File: config.mk
export PLATFORM = sky130hd
export DESIGN_NAME = btn_event_decoder
export DESIGN_NICKNAME = d
export VERILOG_FILES = /design/src/rtl/btn_event_decoder.sv
export SDC_FILE = /design/constraint.sdc
export NUM_CORES = 1
export LEC_CHECK = 0
export ABC_CLOCK_PERIOD_IN_PS = 1900
export BUFFER_PORTS_ARGS = -buffer_cell sky130_fd_sc_hd__buf_2
export CORE_UTILIZATION = 45
export DETAILED_ROUTE_END_ITERATION = 7
export PLACE_DENSITY = 0.67
export SLEW_MARGIN = 20
export SYNTH_ARGS = -nofsm -noshare
export SYNTH_HDL_FRONTEND = slang
export SYNTH_SLANG_ARGS = --single-unit
File: constraint.sdc
create_clock -name i_clk -period 1.9 [get_ports i_clk]
set_input_delay 0.285 -clock i_clk [delete_from_list [all_inputs] [get_ports i_clk]]
set_output_delay 0.285 -clock i_clk [all_outputs]
set_load 0.005 [all_outputs]
File: src/rtl/btn_event_decoder.sv
// Turns a debounced button level into one-cycle short/long/repeat events plus a held level.
// Optional auto-repeat while held is compiled in with `define BTN_AUTO_REPEAT_EN.
module btn_event_decoder #(
    parameter int LONG_PRESS    = 10_000_000,
    parameter int REPEAT_PERIOD = 2_000_000,
    parameter int CNT_W         = 24
) (
    input  logic i_clk,
    input  logic i_rst,
    input  logic i_btn,
    output logic o_short,
    output logic o_long,
    output logic o_repeat,
    output logic o_held
);

    typedef enum logic [1:0] {
        ST_IDLE    = 2'd0,
        ST_PRESSED = 2'd1,
        ST_HELD    = 2'd2
    } state_t;

    localparam logic [CNT_W-1:0] LONG_LAST = CNT_W'(LONG_PRESS - 1);

    // Illegal parameter sets are caught at elaboration rather than misbehaving silently
    if ((LONG_PRESS < 2) || (REPEAT_PERIOD < 2) ||
        (longint'(LONG_PRESS - 1) >= (64'sd1 <<< CNT_W)) ||
        (longint'(REPEAT_PERIOD - 1) >= (64'sd1 <<< CNT_W))) begin : g_param_check
        $error("btn_event_decoder: illegal LONG_PRESS/REPEAT_PERIOD/CNT_W");
    end

    state_t           state_q, state_d;
    logic [CNT_W-1:0] cnt_q, cnt_d;
    logic             short_q, short_d;
    logic             long_q, long_d;
    logic             held_q, held_d;

`ifdef BTN_AUTO_REPEAT_EN
    localparam logic [CNT_W-1:0] REP_LAST = CNT_W'(REPEAT_PERIOD - 1);
    logic             repeat_q, repeat_d;
`endif

    // Next-state, counter and pulse decode
    always_comb begin
        state_d  = state_q;
        cnt_d    = cnt_q;
        short_d  = 1'b0;
        long_d   = 1'b0;
`ifdef BTN_AUTO_REPEAT_EN
        repeat_d = 1'b0;
`endif
        case (state_q)
            ST_IDLE: begin
                cnt_d = '0;
                if (i_btn) begin
                    state_d = ST_PRESSED;
                end else begin
                    state_d = ST_IDLE;
                end
            end
            ST_PRESSED: begin
                // Release on the terminal count still counts as a short press
                if (!i_btn) begin
                    state_d = ST_IDLE;
                    cnt_d   = '0;
                    short_d = 1'b1;
                end else if (cnt_q == LONG_LAST) begin
                    state_d = ST_HELD;
                    cnt_d   = '0;
                    long_d  = 1'b1;
                end else begin
                    cnt_d = cnt_q + CNT_W'(1);
                end
            end
            ST_HELD: begin
                if (!i_btn) begin
                    state_d = ST_IDLE;
                    cnt_d   = '0;
                end else begin
`ifdef BTN_AUTO_REPEAT_EN
                    if (cnt_q == REP_LAST) begin
                        cnt_d    = '0;
                        repeat_d = 1'b1;
                    end else begin
                        cnt_d = cnt_q + CNT_W'(1);
                    end
`else
                    cnt_d = '0;
`endif
                end
            end
            default: begin
                state_d = ST_IDLE;
                cnt_d   = '0;
            end
        endcase
        held_d = (state_d != ST_IDLE);
    end

    // State, counter and registered outputs
    always_ff @(posedge i_clk) begin
        if (i_rst) begin
            state_q <= ST_IDLE;
            cnt_q   <= '0;
            short_q <= 1'b0;
            long_q  <= 1'b0;
            held_q  <= 1'b0;
        end else begin
            state_q <= state_d;
            cnt_q   <= cnt_d;
            short_q <= short_d;
            long_q  <= long_d;
            held_q  <= held_d;
        end
    end

`ifdef BTN_AUTO_REPEAT_EN
    // Repeat pulse register
    always_ff @(posedge i_clk) begin
        if (i_rst) begin
            repeat_q <= 1'b0;
        end else begin
            repeat_q <= repeat_d;
        end
    end

    assign o_repeat = repeat_q;
`else
    assign o_repeat = 1'b0;
`endif

    assign o_short = short_q;
    assign o_long  = long_q;
    assign o_held  = held_q;

endmodule

==> results of run 1 <==
## critical path, stage by stage, from the launching register on
cell	delay, ps
dfxtp_1	410
nand4_2	130
or4_4	570
or4_1	470
a21oi_1	150
## power by group through the flow
stage | clock, mW | sequential, mW | combinational, mW
2_1_floorplan | 0 | 0.627 | 0.0104
3_3_place_gp | 0 | 0.626 | 0.0168
3_5_place_dp | 0 | 0.627 | 0.0171
4_1_cts | 0.384 | 0.612 | 0.0173
5_1_grt | 0.414 | 0.613 | 0.0194
6_report | 0.368 | 0.612 | 0.0170
## layout make-up
| class | count | area (um2) |
|---|---|---|
| Clock buffer | 7 | 55.05 |
| Fill cell | 259 | 1126 |
| Inverter | 5 | 18.77 |
| Multi-Input combinational cell | 107 | 661.9 |
| Sequential cell | 29 | 583.1 |
| Tap cell | 30 | 37.54 |
| Timing Repair Buffer | 16 | 107.6 |
## cells in the mapped netlist (all sizes together)
library cell / n
nand2: 7
nand4: 10
nor4: 5
o31ai: 6
nand3: 8
and2: 1
a21oi: 10
ha: 1
conb: 1
nor2b: 2
buf: 1
o21ai: 4
and3: 3
inv: 5
xor2: 8
o31a: 1
or3: 3
nor3: 3
nor4bb: 1
or4: 7
xnor2: 5
nand2b: 2
and4: 3
dfxtp: 29
nor2: 16
clkbuf: 4
## layout by cell type (no fill, tap or decap), types with 3 or more instances in the layout
master	Yosys	layout
or4_1	6	6
a21oi_1	10	10
nor4_1	5	5
inv_1	5	5
dfxtp_1	29	27
clkbuf_4	0	5
o31ai_1	6	6
buf_4	1	11
o21ai_0	3	3
xor2_1	8	8
xnor2_1	5	5
and3_1	3	3
nor2_1	16	16
nor3_1	3	3
nand3_1	8	8
buf_2	0	5
and4_2	2	3
nand2_1	7	7
nand4_1	9	9
## metrics by stage
step / cell area [um2] / power, mW / cells / utilization (%) / worst slack, ps
2_1_floorplan: 1282 / 0.6374 / 146 / - / -4.152
3_3_place_gp: 1405 / 0.6432 / 187 / 54.25 / 144.5
3_5_place_dp: 1405 / 0.6437 / 187 / 54.25 / 110.5
4_1_cts: 1460 / 1.013 / 194 / 56.38 / 80.62
5_1_grt: 1464 / 1.046 / 194 / 56.52 / 7.881
6_report: 1464 / 0.9969 / 194 / 56.52 / 111.5
## logic make-up after synthesis
| family | Yosys count | share of synthesized area, % |
|---|---|---|
| and+or+nand+nor | 71 | 31.71 |
| DFF | 29 | 45.27 |
| AOI/OAI and AO/OA | 21 | 9.658 |
| xor gates and xnor gates | 13 | 8.878 |
| buffers and inverters | 10 | 3.220 |
| adders and majority gates | 1 | 0.9755 |
| other | 1 | 0.2924 |
## registers in the layout, summed over array words and instances (netlist names)
signal,cells
state_q,2
o_short,1
cnt_q,24
o_long,1
o_held,1
## what timing repair did
item,4_1_cts,5_1_grt
setup endpoints to repair,0,2
buffers inserted,0,0
resized for setup,0,3
## final timing paths
path,from,to,slack [ps],depth (start not counted)
worst min register to register,state_q[1],o_held,480,1
worst min-delay path,i_rst,o_short,120,2
worst max register to register,cnt_q[8],cnt_q[23],110,4
worst max-delay path,cnt_q[8],cnt_q[23],110,4
## routing by layer
layer,track usage [%],wire length (um)
met5,0,0
met4,12.86,78
met3,4.918,118
met2,28.74,1193
met1,21.55,1137
==> reports/results.ini, run 1 <==
[power_and_ir_drop]
p_sw_mw=0.2055
pwr-share-comb_pct=1.7
peakVddDrop_v=0.0005834
pwr_density_cell_nw_per_um2=681.0
power.share.switching_pct=20.62
p_int_mw=0.7913
seqPwrFrac_pct=61.4
clock_power_share_pct=36.9
power.leakage_nw=0.4792

[cells_and_area]
area_delta_synth_final_pct=14.15
drive_gt1_share_pct=18.29
finalNetCount=168
antenna_cells=0

[sta]
final-max-slew-violation-count=0
fmax_mhz=559.1
setup-violations-final=0
period_needed_ps=1788
rsz0062_at_grt=no
hold_violations=0
finalCritPeriodShare_pct=94.13
setup_tns_ps=0
timing.hold.ws_ps=115.2
fin_worst_skew_ps=9.544

[clocking]
cts_buffers=5
clk_pin_slew_ps=90
h-tree-depth=2
insertion_delay_ps=330
cts_hold_buf=0
clock-sinks=29
cts_tree=yes
cts.path.max_buffers=2
clockRootBuffer=clkbuf_4

[die]
io_pins=7
die_h_um=55.39
dieArea_um2=3068
initial_utilization_pct=49.52
core_um2=2590
die_w_um=55.39
rows=18

[setup_path]
path_class=flop to flop
crit_path_end_kind=flop
start_kind=flop
crit_fanout=4
worstPathRequired_ps=2170
cp.arrival_ps=2050

[flow_run]
drv_cap=0

[placed_design]
port_buffers=5
place.gp.congestion=0.8689
hpwl_mm=1.809

[detailed_routing]
first_pass_iters=4
num_vias=1127
drt_iter0_markers=22
drc=0
ant_nets=0
post_drt_wl_per_cell_um=13.03
wl_mm=2.528
vias_per_cell=5.809

[global_routing]
grt_first_pass_wirelength_mm=4.319
grt_usage_pct=18.31
grt_pass1_vias=1027
overflow=0
antenna_found_initial=0
grt_start_max_net_pins=25

[synthesis]
yosys_warnings=0
yosysTopAreaCell=dfxtp_1
netlist_area_um2=1282
postSynthAreaPerCell_um2=8.784
syn_inst=146
synth_seq_cells=29
ys_top_cells_by_area=dfxtp_1 45%, xor2_1 5.5%, nor2_1 4.7%
seq_area_frac_synth_pct=45.27
yosys.area.top_type_share_pct=45.27
synth_cell_types=31
postSynthNetCount=150

[hold_path]
min_path_type=input pin to flop

[run_status]
outcome=finished clean

(Power assumes the default switching activity.)
==> run 2: changes to the inputs <==
Settings changed: ABC_CLOCK_PERIOD_IN_PS 1900 to 2300, PLACE_DENSITY 0.67 to 0.65, SETUP_SLACK_MARGIN set to 0.2.
Clock period 1.9 ns to 2.3 ns, I/O delays scaled along.
==> run 2 against run 1 <==
  * Sequential power is 17% lower
  * Clock skew is 5.5 ps higher
  * Routed wire length down 1.5%
  * Flip-flop and latch count stayed put
  * Setup slack improved by 230 ps
  * Power decreased by 18%
  * Critical path type unchanged
==> reports/results.ini, run 2 (synthesized netlist as in run 1, its figures left out) <==
[run_status]
outcome=finished clean  ; unchanged

[cells_and_area]
layout.cells.non_filler=188  ; was 194
finalNetCount=161  ; was 168
stdcell_area_um2=1410  ; was 1464 um2
largest_reg_flops=24  ; unchanged
layout_commonest_cell=dfxtp_1  ; unchanged
regMostFlops=cnt_q  ; unchanged
drive_gt1_share_pct=15.19  ; was 18.29%
final_cell_mix=28 x dfxtp_1, 16 x nor2_1, 10 x a21oi_1, 9 x nand4_1  ; was 27 x dfxtp_1, 16 x nor2_1, 11 x buf_4, 10 x a21oi_1, 9 x nand4_1
utilization_pct=54.44  ; was 56.52%
top_regs=cnt_q (24), state_q (2)  ; unchanged
n_fill_cell=252  ; was 259
area_delta_synth_final_pct=9.951  ; was 14.15%
antenna_cells=0  ; unchanged

[placed_design]
placed_area_um2=1330  ; was 1405 um2
port_buffers=5  ; unchanged
hpwl_mm=1.742  ; was 1.809 mm
place.gp.congestion=0.7810  ; was 0.8689
placedCellCount=177  ; was 187
post-place-ws_ps=329.9  ; was 110.5 ps

[detailed_routing]
drt_iter0_markers=12  ; was 22
num_vias=1084  ; was 1127
wl_met1_mm=1.154  ; was 1.137 mm
vias_per_cell=5.766  ; was 5.809
post_drt_wl_per_cell_um=13.24  ; was 13.03 um
drc=0  ; unchanged
top_layer_used=met4  ; unchanged
first_pass_iters=4  ; unchanged
wl_met3_um=87  ; was 118 um
wl_mm=2.489  ; was 2.528 mm
dr_wl_met2_mm=1.200  ; was 1.193 mm
ant_nets=0  ; unchanged

[setup_path]
start_kind=flop  ; unchanged
reg2reg_slack_ps=340  ; was 110 ps
r2r-start=cnt_q[1]  ; was cnt_q[8]
crit_path_end_kind=flop  ; unchanged
worstPathRequired_ps=2560  ; was 2170 ps
cp.arrival_ps=2220  ; was 2050 ps
path_class=flop to flop  ; unchanged
ff2ff_path_depth=5  ; was 4
worstReg2RegEnd=cnt_q[18]  ; was cnt_q[23]
crit_fanout=8  ; was 4

[die]
rows=18  ; unchanged
initial_utilization_pct=49.52  ; unchanged
die_w_um=55.39  ; unchanged
die_h_um=55.39  ; unchanged
io_pins=7  ; unchanged
core_um2=2590  ; unchanged
dieArea_um2=3068  ; unchanged

[clocking]
h-tree-depth=2  ; unchanged
insertion_delay_ps=340  ; was 330 ps
clk_pin_slew_ps=100  ; was 90 ps
clock-sinks=29  ; unchanged
cts.path.max_buffers=2  ; unchanged
clockRootBuffer=clkbuf_4  ; unchanged
cts_hold_buf=0  ; unchanged
cts_buffers=5  ; unchanged
cts_tree=yes  ; unchanged

[sta]
finalCritPeriodShare_pct=85.03  ; was 94.13%
fmax_mhz=511.3  ; was 559.1 MHz
setup-violations-final=0  ; unchanged
period_needed_ps=1956  ; was 1788 ps
fin_worst_skew_ps=15.07  ; was 9.544 ps
rsz0062_at_grt=no  ; unchanged
hold_violations=0  ; unchanged
setup_slack_ps=344.3  ; was 111.5 ps
timing.hold.ws_ps=165.7  ; was 115.2 ps
final-max-slew-violation-count=0  ; unchanged
setup_tns_ps=0  ; unchanged

[global_routing]
overflow=0  ; unchanged
grt_usage_pct=18.93  ; was 18.31%
grt_start_max_net_pins=25  ; unchanged
grt_pass1_vias=978  ; was 1027
antenna_found_initial=0  ; unchanged
grt_first_pass_wirelength_mm=4.491  ; was 4.319 mm

[hold_path]
min_path_type=input pin to flop  ; unchanged
min_to=o_short  ; unchanged
hold_depth=2  ; unchanged
hold_start=i_rst  ; unchanged

[power_and_ir_drop]
peakVddDrop_v=0.0005129  ; was 0.0005834 V
power.leakage_nw=0.4387  ; was 0.4792 nW
pwr_density_cell_nw_per_um2=579.7  ; was 681.0 nW/um2
power_mw=0.8175  ; was 0.9969 mW

[flow_run]
drv_cap=0  ; unchanged

-- run 2: changes by cell type in the layout (fill, tap and decap cells not counted), sizes merged --
| cell | change |
|---|---|
| clkinv | +2 |
| clkbuf | -2 |
| buf | -7 |
| clkinvlp | +1 |
-- run 2: worst max-delay path by stage --
stage,startpoint,endpoint,slack [ps],depth (start not counted)
CTS,cnt_q[0],cnt_q[18],290,5
global route,cnt_q[1],cnt_q[18],200,5
global placement,cnt_q[0],cnt_q[18],380,5
floorplan,cnt_q[0],cnt_q[10],400,7
detailed placement,cnt_q[0],cnt_q[18],330,5
finish,cnt_q[1],cnt_q[18],340,5
-- run 2: area by class of cell --
class	instances	area, um2	share of cell area, %
clock buffers	5	37.54	2.662
clock inverters	3	17.52	1.242
inverters	5	18.77	1.331
multi-input cells	107	661.9	46.94
flip-flops and latches	29	581.8	41.26
well taps	30	37.54	2.662
repair buffers	9	55.05	3.904
-- run 2: power breakdown --
part | switching [mW] | internal, mW | leakage [nW]
clock | 0.183 | 0.115 | 0.0310
sequential | 0.00170 | 0.505 | 0.235
combinational | 0.00825 | 0.00493 | 0.173
-- run 2: critical path: stages, from the launching register on --
cell,delay (ps)
dfxtp_1,420
ha_1,250
and4_2,330
nand2_1,180
or4_1,540
a21oi_1,150
-- run 2: timing repair --
item / CTS / global route
setup buffers: 0 / 3
resized for setup: 0 / 2
setup endpoints to repair: 0 / 6
-- run 2: layer usage --
layer	GRT usage, %	up-vias
li1	-	551
met1	22.66	515
met2	30.12	12
met3	7.026	6
met4	8.571	0
met5	0	-
